## src/rtl/instr_encoder_loader_if.sv

```systemverilog
// Instruction stream handshake: one mnemonic plus operand fields per accepted beat.
interface instr_encoder_loader_if;
  logic        in_valid;
  logic        in_ready;
  logic [4:0]  op_sel;
  logic [2:0]  rd;
  logic [2:0]  rm;
  logic [2:0]  rn;
  logic [10:0] imm;

  modport master (output in_valid, op_sel, rd, rm, rn, imm, input in_ready);
  modport slave  (input in_valid, op_sel, rd, rm, rn, imm, output in_ready);
endinterface

```

## src/rtl/instr_encoder_loader.sv

```systemverilog
// Encodes mnemonic/operand beats into 16-bit instruction words and writes them
// sequentially into instruction memory from BASE_ADDR until HLT or memory full.
module instr_encoder_loader #(
  parameter int unsigned       ADDR_W    = 8,
  parameter logic [ADDR_W-1:0] BASE_ADDR = '0
) (
  input  logic                  clk,
  input  logic                  rst,
  input  logic                  start_i,
  instr_encoder_loader_if.slave in_if,
  output logic                  mem_we_o,
  output logic [ADDR_W-1:0]     mem_addr_o,
  output logic [15:0]           mem_wdata_o,
  output logic                  busy_o,
  output logic                  done_o,
  output logic                  err_illegal_o,
  output logic                  err_overflow_o,
  output logic [ADDR_W:0]       word_count_o
);

  typedef enum logic [1:0] {ST_IDLE, ST_LOAD, ST_DONE} state_e;

  typedef enum logic [4:0] {
    OP_MOV, OP_ADDI, OP_SUBI, OP_LHI, OP_LLI, OP_LDR, OP_STR, OP_ADD,
    OP_ADC, OP_SUB, OP_SBB, OP_CMP, OP_BCC, OP_BCS, OP_BNE, OP_BEQ,
    OP_BAL, OP_JMP, OP_JAL_LABEL, OP_JAL_RM, OP_JR, OP_OUTR, OP_HLT
  } op_e;

  typedef struct packed {
    logic        legal;
    logic [15:0] word;
  } enc_t;

  localparam logic [ADDR_W-1:0] LAST_ADDR = '1;

  function automatic enc_t encode(input logic [4:0] op, input logic [2:0] rd,
                                  input logic [2:0] rm, input logic [2:0] rn,
                                  input logic [10:0] imm);
    enc_t e;
    e.legal = 1'b1;
    e.word  = '0;
    case (op_e'(op))
      OP_MOV:       e.word = {5'b01011, rd, rm, 5'b00000};
      OP_ADDI:      e.word = {5'b00111, rd, rm, imm[4:0]};
      OP_SUBI:      e.word = {5'b01000, rd, rm, imm[4:0]};
      OP_LHI:       e.word = {5'b00001, rd, imm[7:0]};
      OP_LLI:       e.word = {5'b00010, rd, imm[7:0]};
      OP_JAL_LABEL: e.word = {5'b10001, rd, imm[7:0]};
      OP_LDR:       e.word = {5'b00011, rd, rm, rn, 2'b00};
      OP_STR:       e.word = {5'b00101, rd, rm, rn, 2'b00};
      OP_ADD:       e.word = {5'b00000, rd, rm, rn, 2'b00};
      OP_ADC:       e.word = {5'b00000, rd, rm, rn, 2'b01};
      OP_SUB:       e.word = {5'b00000, rd, rm, rn, 2'b10};
      OP_SBB:       e.word = {5'b00000, rd, rm, rn, 2'b11};
      OP_CMP:       e.word = {5'b00110, 3'b000, rm, rn, 2'b01};
      OP_BCC:       e.word = {8'hC3, imm[7:0]};
      OP_BCS:       e.word = {8'hC2, imm[7:0]};
      OP_BNE:       e.word = {8'hC1, imm[7:0]};
      OP_BEQ:       e.word = {8'hC0, imm[7:0]};
      OP_BAL:       e.word = {8'hCE, imm[7:0]};
      OP_JMP:       e.word = {5'b10000, imm};
      OP_JAL_RM:    e.word = {5'b10010, rd, rm, 5'b00000};
      OP_JR:        e.word = {5'b10011, 3'b000, rm, 5'b00000};
      OP_OUTR:      e.word = {5'b11100, 3'b000, rm, 5'b00000};
      OP_HLT:       e.word = 16'hE001;
      default:      e.legal = 1'b0;
    endcase
    return e;
  endfunction

  state_e            state_q;
  logic [ADDR_W-1:0] ptr_q;
  logic [ADDR_W:0]   count_q;
  logic              mem_we_q;
  logic [ADDR_W-1:0] mem_addr_q;
  logic [15:0]       mem_wdata_q;
  logic              err_ill_q;
  logic              err_ovf_q;
  enc_t              enc_d;
  logic              accept;

  // start blocks the handshake so a restart never swallows a beat.
  assign in_if.in_ready = (state_q == ST_LOAD) && !start_i;
  assign accept         = in_if.in_valid && in_if.in_ready;
  assign enc_d          = encode(in_if.op_sel, in_if.rd, in_if.rm, in_if.rn, in_if.imm);

  always_ff @(posedge clk) begin
    if (rst) begin
      state_q     <= ST_IDLE;
      ptr_q       <= '0;
      count_q     <= '0;
      mem_we_q    <= 1'b0;
      mem_addr_q  <= '0;
      mem_wdata_q <= '0;
      err_ill_q   <= 1'b0;
      err_ovf_q   <= 1'b0;
    end else begin
      // NOTE: default first; a later non-blocking assignment in this block wins, so the strobe lasts one cycle.
      mem_we_q <= 1'b0;
      if (start_i) begin
        state_q   <= ST_LOAD;
        ptr_q     <= BASE_ADDR;
        count_q   <= '0;
        err_ill_q <= 1'b0;
        err_ovf_q <= 1'b0;
      end else if (accept) begin
        if (!enc_d.legal) begin
          err_ill_q <= 1'b1;
        end else begin
          mem_we_q    <= 1'b1;
          mem_addr_q  <= ptr_q;
          mem_wdata_q <= enc_d.word;
          count_q     <= count_q + (ADDR_W + 1)'(1);
          if (op_e'(in_if.op_sel) == OP_HLT) begin
            state_q <= ST_DONE;
          end else if (ptr_q == LAST_ADDR) begin
            err_ovf_q <= 1'b1;
            state_q   <= ST_DONE;
          end
          if (ptr_q != LAST_ADDR) ptr_q <= ptr_q + ADDR_W'(1);
        end
      end
    end
  end

  assign mem_we_o       = mem_we_q;
  assign mem_addr_o     = mem_addr_q;
  assign mem_wdata_o    = mem_wdata_q;
  assign busy_o         = (state_q == ST_LOAD);
  assign done_o         = (state_q == ST_DONE);
  assign err_illegal_o  = err_ill_q;
  assign err_overflow_o = err_ovf_q;
  assign word_count_o   = count_q;

endmodule

```

## src/flat_wrapper.sv

```systemverilog
// flat-port wrapper written by rule: the top's interface ports become plain ports
module instr_encoder_loader_flat 
#(
  parameter int unsigned       ADDR_W    = 8,
  parameter logic [ADDR_W-1:0] BASE_ADDR = '0
)
  (clk, rst, start_i, mem_we_o, mem_addr_o, mem_wdata_o, busy_o, done_o, err_illegal_o, err_overflow_o, word_count_o, in_if_in_valid, in_if_op_sel, in_if_rd, in_if_rm, in_if_rn, in_if_imm, in_if_in_ready);
  instr_encoder_loader_if in_if_i ();
  input  logic clk;
  input  logic rst;
  input  logic start_i;
  output logic mem_we_o;
  output logic [ADDR_W-1:0] mem_addr_o;
  output logic [15:0] mem_wdata_o;
  output logic busy_o;
  output logic done_o;
  output logic err_illegal_o;
  output logic err_overflow_o;
  output logic [ADDR_W:0] word_count_o;
  input wire logic [$bits(in_if_i.in_valid)-1:0] in_if_in_valid;
  input wire logic [$bits(in_if_i.op_sel)-1:0] in_if_op_sel;
  input wire logic [$bits(in_if_i.rd)-1:0] in_if_rd;
  input wire logic [$bits(in_if_i.rm)-1:0] in_if_rm;
  input wire logic [$bits(in_if_i.rn)-1:0] in_if_rn;
  input wire logic [$bits(in_if_i.imm)-1:0] in_if_imm;
  output wire logic [$bits(in_if_i.in_ready)-1:0] in_if_in_ready;
  assign in_if_i.in_valid = in_if_in_valid;
  assign in_if_i.op_sel = in_if_op_sel;
  assign in_if_i.rd = in_if_rd;
  assign in_if_i.rm = in_if_rm;
  assign in_if_i.rn = in_if_rn;
  assign in_if_i.imm = in_if_imm;
  assign in_if_in_ready = in_if_i.in_ready;
  instr_encoder_loader #(.ADDR_W(ADDR_W), .BASE_ADDR(BASE_ADDR)) u_core (.clk(clk), .rst(rst), .start_i(start_i), .in_if(in_if_i), .mem_we_o(mem_we_o), .mem_addr_o(mem_addr_o), .mem_wdata_o(mem_wdata_o), .busy_o(busy_o), .done_o(done_o), .err_illegal_o(err_illegal_o), .err_overflow_o(err_overflow_o), .word_count_o(word_count_o));
endmodule
```

## config.mk

```make
export PLATFORM = sky130hd
export DESIGN_NAME = instr_encoder_loader_flat
export DESIGN_NICKNAME = d
export VERILOG_FILES = /design/src/rtl/instr_encoder_loader_if.sv /design/src/rtl/instr_encoder_loader.sv /design/src/flat_wrapper.sv
export SDC_FILE = /design/constraint.sdc
export NUM_CORES = 1
export LEC_CHECK = 0
export BUFFER_PORTS_ARGS = -buffer_cell sky130_fd_sc_hd__buf_4
export CORE_ASPECT_RATIO = 1.2
export CORE_MARGIN = 2
export CORE_UTILIZATION = 54
export CTS_BUF_LIST = sky130_fd_sc_hd__clkbuf_2 sky130_fd_sc_hd__clkbuf_4 sky130_fd_sc_hd__clkbuf_8
export DETAILED_ROUTE_END_ITERATION = 10
export PLACE_DENSITY = 0.93
export SLEW_MARGIN = 20
export SYNTH_ARGS = -nofsm -noshare
export SYNTH_HDL_FRONTEND = slang
export SYNTH_SLANG_ARGS = --single-unit
```

## constraint.sdc

```tcl
create_clock -name clk -period 2.05 [get_ports clk]
set_input_delay 0.41 -clock clk [delete_from_list [all_inputs] [get_ports clk]]
set_output_delay 0.41 -clock clk [all_outputs]
set_load 0.01 [all_outputs]
```

Word level (Yosys, flattened, before mapping)
Cells that the tools add are included.
{"block": "op_classes", "addsub": 2, "n_eq_ne": 26, "n_mux": 8, "n_bitwise": 4, "reduce_logical": 18}
{"op": "case mux 16 bit (23 select lines)", "count": 1}
{"op": "== test 5 x 4 -> 1 bit (second input constant)", "count": 8}
{"op": "== test 5 bit (second input constant)", "count": 7}
{"op": "OR reduction 23 bit", "count": 1}
{"op": "== test 5 x 3 -> 1 bit (second input constant)", "count": 4}
{"op": "AND reduction 3 bit", "count": 4}
{"op": "== test 5 x 2 -> 1 bit (second input constant)", "count": 2}
{"op": "adder 9 x 1 -> 9 bit (second input constant)", "count": 1}
{"op": "adder 8 x 1 -> 8 bit (second input constant)", "count": 1}
{"op": "== test 8 bit (second input constant)", "count": 1}
{"op": "!= test 8 bit (second input constant)", "count": 1}
{"op": "nonzero test 2 bit", "count": 3}
{"op": "== test 5 x 1 -> 1 bit (second input constant)", "count": 1}
{"op": "logical NOT 5 bit", "count": 1}
{"op": "two-way mux 1 bit", "count": 5}
{"op": "two-way mux 2 bit", "count": 2}
{"op": "inverter 1 bit", "count": 4}
{"op": "AND reduction 2 bit", "count": 2}
{"op": "AND reduction 4 bit", "count": 1}
{"op": "nonzero test 3 bit", "count": 1}
{"op": "OR reduction 3 bit", "count": 1}
{"op": "== test 2 x 1 -> 1 bit (second input constant)", "count": 1}
{"op": "== test 2 bit (second input constant)", "count": 1}
{"op": "logical AND 1 bit", "count": 2}
{"op": "other kinds (2)", "count": 2}
{"block": "totals", "reg_bits": 46, "out_inout_bits": 39, "word_cells": 67}

Depth between registers and ports, before layout
Gate-level depths: netlist of run 1.
{"block": "logic_depth", "depth_word": 6, "depth_mapped": 7, "mapped_depth_nobuf": 5}

Least setup slack after synthesis of run 1
No wires, ideal clock.
{"block": "synth_timing", "path_type": "input -> register", "from": "in in_if_op_sel[2]", "to": "reg u_core.ptr_q[4]", "setup_ps": 71, "arrival_time_ps": 1569, "slack_ps": 410, "path_stages": 5, "cell_sequence": "a31o_1 a21o_1 buf_6 or4_1 a21oi_1"}
{"block": "synth_via", "elab_chain_cells": 4, "elab_cells_between_ends": 26}
{"item": "from (decl)", "line_no": "flat_wrapper.sv:21", "rtl": "input wire logic [$bits(in_if_i.op_sel)-1:0] in_if_op_sel;"}
{"item": "== test 5 x 1 -> 1 bit (tied with other cells)", "line_no": "instr_encoder_loader.sv:42", "rtl": "case (op_e'(op))"}
{"item": "OR reduction 23 bit (no source line) (*)"}
{"item": "two-way mux 1 bit (*)", "line_no": "instr_encoder_loader.sv:42"}
{"item": "AND reduction 3 bit (no source line) (*)"}
{"item": "to (signal assigned)", "line_no": "instr_encoder_loader.sv:120", "rtl": "if (ptr_q != LAST_ADDR) ptr_q <= ptr_q + ADDR_W'(1);"}
{"item": "to (decl)", "line_no": "instr_encoder_loader.sv:72", "rtl": "logic [ADDR_W-1:0] ptr_q;"}
Mark *: on every way between the ends. The rest lies on a longest branch, timed or not.
A chain may end at the register's enable or synchronous reset.

Worst setup path in the final report of run 1
{"block": "layout_timing", "from": "reg u_core.state_q[0]", "to": "reg u_core.ptr_q[4]"}
{"block": "layout_via", "elab_chain_cells": 4}
{"item": "from (decl)", "line_no": "instr_encoder_loader.sv:71", "rtl": "state_e state_q;"}
{"item": "from (signal assigned)", "line_no": "instr_encoder_loader.sv:89", "rtl": "state_q <= ST_IDLE;"}
{"item": "from (signal assigned)", "line_no": "instr_encoder_loader.sv:101", "rtl": "state_q <= ST_LOAD;"}
{"item": "from (signal assigned)", "line_no": "instr_encoder_loader.sv:115", "rtl": "state_q <= ST_DONE;"}
{"item": "== test 2 x 1 -> 1 bit", "line_no": "instr_encoder_loader.sv:83", "rtl": "assign in_if.in_ready = (state_q == ST_LOAD) && !start_i;"}
{"item": "logical AND 1 bit", "line_no": "instr_encoder_loader.sv:83"}
{"item": "logical AND 1 bit", "line_no": "instr_encoder_loader.sv:84", "rtl": "assign accept = in_if.in_valid && in_if.in_ready;"}
{"item": "AND reduction 3 bit (no source line)"}
Every way passes these cells.

==> impl_metrics.csv, run 1 <==
group,metric,value,unit
status,outcome,"finished, final reports clean",
route,wl_per_cell,14.60,um
clock_tree,cts_root_buf,"clkbuf_8",
sta,period_minus_slack,1.716,ns
clock_tree,clock-sinks,46,
sta,skew,0.008758,ns
clock_tree,clkTransAtPathRegs,0.08,ns
route,viasPerCell,5.993,
power_and_ir_drop,switching_share,0.2311,
clock_tree,cts_buffers,5,
route,dr.pass1.iters,4,
sta,period_share,0.8370,
cells_and_area,nets,402,
placed_design,portBuffers,67,
cells_and_area,drive_above_1_share,0.2554,
cells_and_area,utilization,0.7302,
power_and_ir_drop,p_clk_frac,0.410,
clock_tree,cts_tree,"done",
cells_and_area,syn2layout_area_growth,29.04,%
logic_synthesis,synth_top_cell_area_share,0.3790,
grt,grt_overflow,0,
sta,rsz0062_at_grt,"no",
route,drtIter0Drc,183,
grt,grt_pass1_vias,2429,
logic_synthesis,yosys.area.top_type,"dfxtp_1",
logic_synthesis,synth.distinct_cells,48,
sta,hold_violations,0,
logic_synthesis,avgSynthCellArea,7.889,um2
power_and_ir_drop,p_sw,0.4664,mW
sta,hold_slack,0.3720,ns
floorplan,rows,26,
logic_synthesis,synth_ff_type,"dfxtp_1",
power_and_ir_drop,internal-power,1.552,mW
sta,slew_viol_final,0,
logic_synthesis,synth_area,2430,um2
job,drv_cap,0,
floorplan,start_util,0.5659,
logic_synthesis,yosysMostFrequentCell,"dfxtp_1",
grt,grt_max_degree,25,
clock_tree,cts_hold_buf,0,
logic_synthesis,synth_area_leaders,"dfxtp_1, o21ai_0, a21oi_1",
power_and_ir_drop,ir_drop,0.0003760,V
power_and_ir_drop,leakagePower,1.199,nW
critical_path,cp_max_fo,20,
logic_synthesis,synth_edf_count,0,
floorplan,core,4294,um2
sta,slew_headroom,0.6355,
critical_path,rrSetupSlack,0.33,ns
floorplan,ios,68,
grt,grt_pass1_wl,10.68,mm
floorplan,die_area,5054,um2
cells_and_area,antenna_cells,0,
critical_path,critPathLaunchType,"flip-flop",
route,remaining_drc_errors,0,
sta,worst_slew_pin_slew,0.5392,ns
critical_path,crit_type,"reg2reg",
critical_path,required,2.29,ns
critical_path,end_kind,"flip-flop",
clock_tree,cts_buffer_depth,2,
placed_design,dp_hpwl,4.630,mm
floorplan,fp.dieW,65.24,um
route,routed-via-count,2565,
critical_path,worstPathArrival,1.95,ns
logic_synthesis,netlist_top_cells_count,"dfxtp_1, nand2_1, o21ai_0",
clock_tree,insertion_delay,0.30,ns
sta,fmax,582.8,MHz
logic_synthesis,syn_inst,308,
grt,antenna_found_initial,0,
placed_design,place_congestion,0.8268,
clock_tree,post-cts-setup-buffers,0,
route,ant_nets,0,
power_and_ir_drop,power-per-cell-area,643.7,nW/um2
logic_synthesis,syn_nets,339,
power_and_ir_drop,power.total,2.018,mW
worst_hold_path,hold_path_class,"in2reg",
logic_synthesis,ys_async_sr_fraction,0,
route,wirelength,6.249,mm
sta,setup_tns,0,ns
power_and_ir_drop,seq_power_share,0.455,
power_and_ir_drop,p_comb_frac,0.135,
logic_synthesis,ys_ff_latch,46,
clock_tree,cts_resized,0,
grt,track_usage,0.2616,
clock_tree,htree_num_levels,2,
sta,finalSetupViolCount,0,
logic_synthesis,synth_warnings,0,
floorplan,die_height,77.48,um
logic_synthesis,ys_seq_area_frac,0.3790,
## worst paths after layout
check                       start              endpoint  depth (start not counted)
max             u_core.state_q[0]       u_core.ptr_q[4]                          4
min                       start_i     u_core.state_q[0]                          2
max reg2reg     u_core.state_q[0]       u_core.ptr_q[4]                          4
min reg2reg  u_core.mem_addr_o[4]  u_core.mem_addr_o[4]                          2
## per-stage QoR
step	worst slack, ns	std cells	instance area, um2
6_report	0.3341	428	3136
5_1_grt	0.1813	428	3136
4_1_cts	0.3335	428	3136
3_5_place_dp	0.1170	420	2993
3_3_place_gp	0.1309	420	2993
2_1_floorplan	0.4102	308	2430
## critical path, stage by stage, from the launching register on
cell,delay [ns]
dfxtp_1,0.39
nand4bb_1,0.15
a21o_1,0.37
or4_1,0.59
a21oi_1,0.15
## flip-flops by register name, indices dropped and copies added, names as in the netlist
| register | count |
|---|---|
| u_core.state_q | 2 |
| u_core.err_overflow_o | 1 |
| u_core.mem_we_o | 1 |
| u_core.err_illegal_o | 1 |
| u_core.mem_wdata_o | 16 |
| u_core.ptr_q | 8 |
| u_core.word_count_o | 9 |
| u_core.mem_addr_o | 8 |
## power groups by stage
stage | clock network, mW | logic, mW | registers (mW)
after CTS | 0.840 | 0.270 | 0.919
after floorplan | 0 | 0.150 | 0.945
after global routing | 0.870 | 0.299 | 0.921
final | 0.827 | 0.272 | 0.919
after detailed placement | 0 | 0.268 | 0.940
after global placement | 0 | 0.259 | 0.939
## layout by cell type, fill, tap and decap left out, types with 6 or more instances in the layout
cell type   n
a21oi_1    25
a31oi_1    13
buf_4      81
clkbuf_8    6
dfxtp_1    46
inv_1       7
nand2_1    28
nand2b_1    8
nand3_1    13
nand3b_1    6
nor2_1     20
nor2b_1    10
nor3_1      7
o21ai_0    27
o31ai_1     8
or4_1       7
## kinds of logic after synthesis
kind of cell,synth area share
and+or+nand+nor,0.2503
buffers and inverters,0.05973
DFF,0.3790
AOI/OAI and AO/OA,0.2750
adders and majority gates,0.01030
xor gates and xnor gates,0.02163
muxes,0.004120
## metal layers
metal | GRT usage | up-vias | wire length (um)
li1 | - | 1255 | -
met1 | 0.3076 | 1205 | 2492
met2 | 0.4704 | 90 | 3303
met3 | 0.04928 | 15 | 324
met4 | 0.08333 | 0 | 128
met5 | 0 | - | 0
## cell type report
class                      instances  area, um2
timing repair buffer              81      608.1
tap                               56      70.07
inverter                           7      26.28
fill                             345       1159
multi-input combinational        230       1368
clock inverter                     2      60.06
sequential                        46      920.9
clock buffer                       6      82.58
No activity file was read; power rests on OpenSTA's default activity.
==> run 2, diff against run 1 <==
--- a/config.mk
+++ b/config.mk
@@ -8,10 +8,10 @@
 export BUFFER_PORTS_ARGS = -buffer_cell sky130_fd_sc_hd__buf_4
 export CORE_ASPECT_RATIO = 1.2
 export CORE_MARGIN = 2
-export CORE_UTILIZATION = 54
+export CORE_UTILIZATION = 49
 export CTS_BUF_LIST = sky130_fd_sc_hd__clkbuf_2 sky130_fd_sc_hd__clkbuf_4 sky130_fd_sc_hd__clkbuf_8
 export DETAILED_ROUTE_END_ITERATION = 10
-export PLACE_DENSITY = 0.93
+export PLACE_DENSITY = 0.9
 export SLEW_MARGIN = 20
 export SYNTH_ARGS = -nofsm -noshare
 export SYNTH_HDL_FRONTEND = slang
==> constraint.sdc (replaced) <==
create_clock -name clk -period 1.5 [get_ports clk]
set_input_delay 0.3 -clock clk [delete_from_list [all_inputs] [get_ports clk]]
set_output_delay 0.3 -clock clk [all_outputs]
set_load 0.01 [all_outputs]
==> run 2 against run 1 <==
Compared with the run above: the run now ends with negative setup slack left; hold slack got worse by 0.14 ns; die area is 9.6% higher; utilization down 0.20 points; flip-flop and latch count unchanged; first-iteration DRC count rose by 47%; clock power up 12%; cell area up 13%; total power grew 31%; sequential share of layout area decreased by 3.2 points; worst setup slack got worse by 0.42 ns; combinational power is 70% higher.
==> impl_metrics.csv, run 2 (synthesized netlist as in run 1, its figures left out) <==
group,metric,value,unit
cells_and_area,final_common_cell,"buf_4",
clock_tree,cts_hold_buf,0,
grt,antenna_found_initial,0,
placed_design,place_ws,-0.2884,ns
critical_path,cp_max_fo,5,
route,routed-via-count,2784,
floorplan,die_height,81.14,um
floorplan,die_area,5541,um2
critical_path,cp.buffers_inverters,0,
route,remaining_drc_errors,0,
sta,period_minus_slack,1.586,ns
critical_path,crit_path_start,"u_core.state_q[1]",
cells_and_area,fin_cells,468,
job,drv_cap,0,
route,ant_nets,0,
worst_hold_path,worstHoldStart,"rst",
clock_tree,clkTransAtPathRegs,0.09,ns
critical_path,worstPathArrival,1.75,ns
cells_and_area,utilization,0.7282,
cells_and_area,largest_register_ffs,16,
route,dr.pass1.iters,4,
grt,grt_pass1_wl,11.78,mm
placed_design,portBuffers,67,
floorplan,start_util,0.4990,
power_and_ir_drop,power.total,2.646,mW
grt,grt_overflow,0,
critical_path,path_delay_family,"compound AO/OA/AOI/OAI gates",
worst_hold_path,hold_path_class,"in2reg",
critical_path,r2r-start,"u_core.state_q[1]",
sta,slew_viol_final,0,
cells_and_area,nets,438,
critical_path,cp_cell_sequence,"nand4bb_4 -> a21o_2 -> o311ai_0 -> o41ai_1",
critical_path,critPathLaunchType,"flip-flop",
cells_and_area,drive_above_1_share,0.3701,
sta,skew,0.006912,ns
placed_design,dp_hpwl,5.081,mm
cells_and_area,final_cell_mix,"buf_4, dfxtp_1, nand2_1, o21ai_0, a21oi_1",
power_and_ir_drop,leakagePower,1.398,nW
critical_path,required,1.67,ns
sta,finalSetupViolCount,12,
sta,rsz0062_at_grt,"yes",
cells_and_area,antenna_cells,0,
cells_and_area,syn2layout_area_growth,45.93,%
clock_tree,cts_root_buf,"clkbuf_8",
clock_tree,htree_num_levels,2,
clock_tree,cts_tree,"done",
critical_path,rrSetupSlack,-0.09,ns
clock_tree,cts_buffers,5,
sta,slew_headroom,0.7189,
floorplan,fp.dieW,68.29,um
sta,layout_setup_ws,-0.08628,ns
grt,grt_pass1_vias,2606,
status,outcome,"finished, violations left",
critical_path,end_kind,"flip-flop",
status,violations,"negative setup slack",
route,wl_per_cell,15.82,um
power_and_ir_drop,power-per-cell-area,746.2,nW/um2
route,wirelength,7.402,mm
clock_tree,cts_buffer_depth,2,
power_and_ir_drop,ir_drop,0.0004805,V
sta,hold_violations,0,
placed_design,place_congestion,0.8936,
route,viasPerCell,5.949,
floorplan,ios,68,
sta,worst_slew_pin_slew,0.4110,ns
critical_path,crit_type,"reg2reg",
critical_path,cp_slowest_cell,"o311ai_0",
floorplan,rows,28,
grt,grt_max_degree,25,
clock_tree,clock-sinks,46,
placed_design,placed_cells,457,
sta,period_share,1.058,
grt,track_usage,0.2734,
sta,fmax,630.4,MHz
critical_path,critPathMaxStageDelay,0.43,ns
route,drtIter0Drc,269,
floorplan,core,4870,um2
clock_tree,insertion_delay,0.31,ns
run 2: report_power, final:
part / switching (mW) / internal (mW) / leakage, nW / total (mW)
registers: 0.0141 / 1.24 / 0.373 / 1.26
clock network: 0.437 / 0.491 / 0.0579 / 0.927
logic: 0.234 / 0.228 / 0.966 / 0.462
run 2: area by class of cell:
class,count,area (um2)
clock inverter,3,40.04
clock buffer,5,68.82
fill,347,1324
inverter,7,26.28
tap,60,75.07
sequential,46,927.1
multi-input combinational,232,1506
timing repair buffer,115,902.1
run 2: metal layers:
layer | vias to the layer above | track usage | share of wire
li1 | 1345 | - | -
met3 | 18 | 0.03324 | 0.051
met5 | - | 0 | 0
met1 | 1320 | 0.3299 | 0.40
met2 | 101 | 0.4942 | 0.53
met4 | 0 | 0.08600 | 0.021
run 2: worst reg2reg max path, cell delays in order (launching register included):
cell and delay (ns):
dfxtp_2 0.33, nand4bb_4 0.23, a21o_2 0.27, o311ai_0 0.43, o41ai_1 0.18
run 2: repair_timing:
item | 4_1_cts | 5_1_grt
setup buffers | 0 | 1
pin swaps | 1 | 6
endpoints found under the setup margin | 17 | 37
gates cloned | 2 | 0
endpoints found under the hold margin | 0 | 0
gates resized for setup | 12 | 22
run 2: path summary, 6_finish.rpt:
kind / depth (start not counted) / end
worst min-delay path: 2 / u_core.mem_wdata_o[11]
worst max-delay path: 4 / u_core.ptr_q[2]
worst max register to register: 4 / u_core.ptr_q[2]
worst min register to register: 2 / u_core.mem_addr_o[3]
run 2: per-stage QoR:
step / hold WS [ns] / area, um2 / TNS [ns]
global placement: 0.4421 / 3283 / -4.402
global route: 0.2429 / 3546 / -1.986
floorplan: 0.4326 / 2455 / 0
finish: 0.2361 / 3546 / -0.2793
CTS: 0.2396 / 3450 / -0.04422
detailed placement: 0.4467 / 3283 / -5.520
==> run 3, diff against run 2 <==
--- a/config.mk
+++ b/config.mk
@@ -6,11 +6,11 @@
 export NUM_CORES = 1
 export LEC_CHECK = 0
 export BUFFER_PORTS_ARGS = -buffer_cell sky130_fd_sc_hd__buf_4
-export CORE_ASPECT_RATIO = 1.2
 export CORE_MARGIN = 2
 export CORE_UTILIZATION = 49
 export CTS_BUF_LIST = sky130_fd_sc_hd__clkbuf_2 sky130_fd_sc_hd__clkbuf_4 sky130_fd_sc_hd__clkbuf_8
 export DETAILED_ROUTE_END_ITERATION = 10
+export MAX_ROUTING_LAYER = met4
 export PLACE_DENSITY = 0.9
 export SLEW_MARGIN = 20
 export SYNTH_ARGS = -nofsm -noshare
==> run 3 against run 2 <==
Compared with the run above: combinational power is 5.4% higher; total power is 3.3% lower; sequential share of layout area fell by 0.67 points; the flow still finishes with violations (negative setup slack); cell area is 2.4% higher; largest cell class unchanged; clock power down 12%; routed wire length is 4.2% higher; utilization up 3.5 points; sequential power hardly changed; register-to-register slack got worse by 0.04 ns; first-iteration DRC count is 25% lower; die area hardly changed; hold slack improved by 0.041 ns.
==> impl_metrics.csv, run 3 (synthesized netlist as in run 1, its figures left out) <==
group,metric,value,unit
status,outcome,"finished, violations left",
status,violations,"negative setup slack",
floorplan,die_area,5538,um2
grt,grt_pass1_wl,11.87,mm
grt,track_usage,0.2866,
floorplan,ios,68,
clock_tree,htree_num_levels,2,
clock_tree,cts_buffers,5,
clock_tree,cts_buffer_depth,2,
power_and_ir_drop,internal-power,1.878,mW
cells_and_area,drive_above_1_share,0.3878,
route,wl_met3,444,um
critical_path,r2r-start,"u_core.state_q[1]",
critical_path,cp_num_cells,5,
critical_path,r2r_cells,5,
critical_path,cp_cell_sequence,"nand4bb_4 -> a21o_4 -> buf_12 -> or4_4 -> a21oi_2",
critical_path,end_kind,"flip-flop",
power_and_ir_drop,switching_share,0.2659,
route,remaining_drc_errors,0,
sta,slew_viol_final,0,
cells_and_area,largest_register_ffs,16,
route,viasPerCell,5.870,
floorplan,rows,25,
critical_path,path_delay_family,"simple AND/OR/NAND/NOR gates",
route,top_layer_used,"met4",
cells_and_area,nFillCells,323,
sta,period_minus_slack,1.623,ns
sta,worst_slew_pin_slew,0.4680,ns
critical_path,cp_max_fo,6,
sta,hold_slack,0.2766,ns
route,drtIter0Drc,203,
floorplan,die_height,74.42,um
route,wirelength,7.712,mm
cells_and_area,final_common_cell,"buf_4",
route,dr.pass1.iters,6,
critical_path,cp.buffers_inverters,1,
power_and_ir_drop,p_sw,0.6802,mW
cells_and_area,final_cell_mix,"buf_4, dfxtp_1, nand2_1, o21ai_0, nor2_1",
power_and_ir_drop,seq_power_share,0.491,
sta,slew_headroom,0.6799,
clock_tree,clkTransAtPathRegs,0.09,ns
cells_and_area,antenna_cells,0,
placed_design,dp_hpwl,5.366,mm
critical_path,worst_r2r_endpoint,"u_core.word_count_o[6]",
grt,grt_max_degree,22,
critical_path,required,1.74,ns
cells_and_area,nets,440,
sta,skew,0.007718,ns
clock_tree,cts_hold_buf,0,
sta,fmax,616.3,MHz
sta,rsz0062_at_grt,"yes",
job,drv_cap,0,
sta,setup_tns,-0.6949,ns
grt,antenna_found_initial,0,
clock_tree,cts_tree,"done",
critical_path,worstPathArrival,1.87,ns
floorplan,start_util,0.5111,
critical_path,cp_slowest_cell,"or4_4",
clock_tree,cts_root_buf,"clkbuf_8",
route,drt-met1-wl,3.032,mm
power_and_ir_drop,p_clk_frac,0.318,
clock_tree,insertion_delay,0.30,ns
placed_design,portBuffers,67,
critical_path,critPathMaxStageDelay,0.48,ns
clock_tree,clock-sinks,46,
sta,layout_setup_ws,-0.1227,ns
grt,grt_overflow,0,
critical_path,critPathLaunchType,"flip-flop",
power_and_ir_drop,p_comb_frac,0.190,
placed_design,place_congestion,0.8856,
critical_path,crit_path_start,"u_core.state_q[1]",
power_and_ir_drop,leakagePower,1.432,nW
sta,hold_violations,0,
route,met2WireLength,4.086,mm
critical_path,endpoint,"u_core.word_count_o[6]",
cells_and_area,utilization,0.7634,
cells_and_area,syn2layout_area_growth,49.38,%
critical_path,rrSetupSlack,-0.12,ns
worst_hold_path,hold_path_class,"in2reg",
floorplan,core,4755,um2
floorplan,fp.dieW,74.42,um
power_and_ir_drop,ir_drop,0.0004466,V
grt,grt_pass1_vias,2627,
route,ant_nets,0,
sta,period_share,1.082,
power_and_ir_drop,power-per-cell-area,704.7,nW/um2
sta,finalSetupViolCount,14,
critical_path,crit_type,"reg2reg",
route,routed-via-count,2800,
route,wl_per_cell,16.17,um
-- run 3: changes by cell type in the layout (fill, tap and decap cells not counted), sizes merged --
cell	before	now
a21o	7	5
buf	115	119
clkbuf	5	7
clkinv	2	1
bufinv	1	0
-- run 3: worst min path at each step --
stage / startpoint / end / slack, ns / depth (start not counted)
4_1_cts: in_if_rd[2] / u_core.mem_wdata_o[10] / 0.28 / 3
6_report: in_if_rd[2] / u_core.mem_wdata_o[10] / 0.28 / 3
2_1_floorplan: start_i / u_core.state_q[0] / 0.43 / 1
5_1_grt: in_if_imm[5] / u_core.mem_wdata_o[5] / 0.28 / 3
3_5_place_dp: u_core.mem_addr_o[5] / u_core.mem_addr_o[5] / 0.45 / 2
3_3_place_gp: u_core.mem_addr_o[7] / u_core.mem_addr_o[7] / 0.44 / 2
-- run 3: stage by stage --
step | power (mW) | cells | setup WS, ns | instance area [um2]
finish | 2.558 | 477 | -0.1227 | 3630
floorplan | 1.502 | 308 | 0.0003814 | 2455
CTS | 2.525 | 473 | -0.08459 | 3525
global placement | 1.699 | 462 | -0.1855 | 3277
global route | 2.642 | 477 | -0.1733 | 3630
detailed placement | 1.713 | 462 | -0.2761 | 3277
-- run 3: timing repair --
action,CTS,global route
pin swaps,17,6
gates cloned,2,0
setup buffers,1,4
endpoints found under the setup margin,36,34
gates resized for setup,23,19
-- run 3: power by group through the flow --
stage	clock, mW	sequential (mW)	combinational, mW
6_report	0.814	1.26	0.487
5_1_grt	0.857	1.26	0.525
4_1_cts	0.807	1.26	0.462
3_5_place_dp	0	1.28	0.430
3_3_place_gp	0	1.28	0.415
2_1_floorplan	0	1.29	0.209
-- run 3: tightest hold or removal path, delay by kind of cell --
kind / cells / cell delay (ns)
AO/OA/AOI/OAI: 2 / 0.14
buffers and inverters: 1 / 0.10
-- run 3: routing by layer --
layer | track usage | vias up
met5 | - | -
met4 | 0.09127 | 0
li1 | - | 1341
met1 | 0.3319 | 1325
met2 | 0.5034 | 115
met3 | 0.04743 | 19
-- run 3: layout make-up --
cell class	instances	area (um2)	share of cell area
clock inverters	1	5.005	0.001379
multi-input cells	230	1524	0.4199
repair buffers	119	975.9	0.2689
clock buffers	7	90.09	0.02482
inverters	7	26.28	0.007239
well taps	67	83.83	0.02310
flip-flops and latches	46	924.6	0.2547
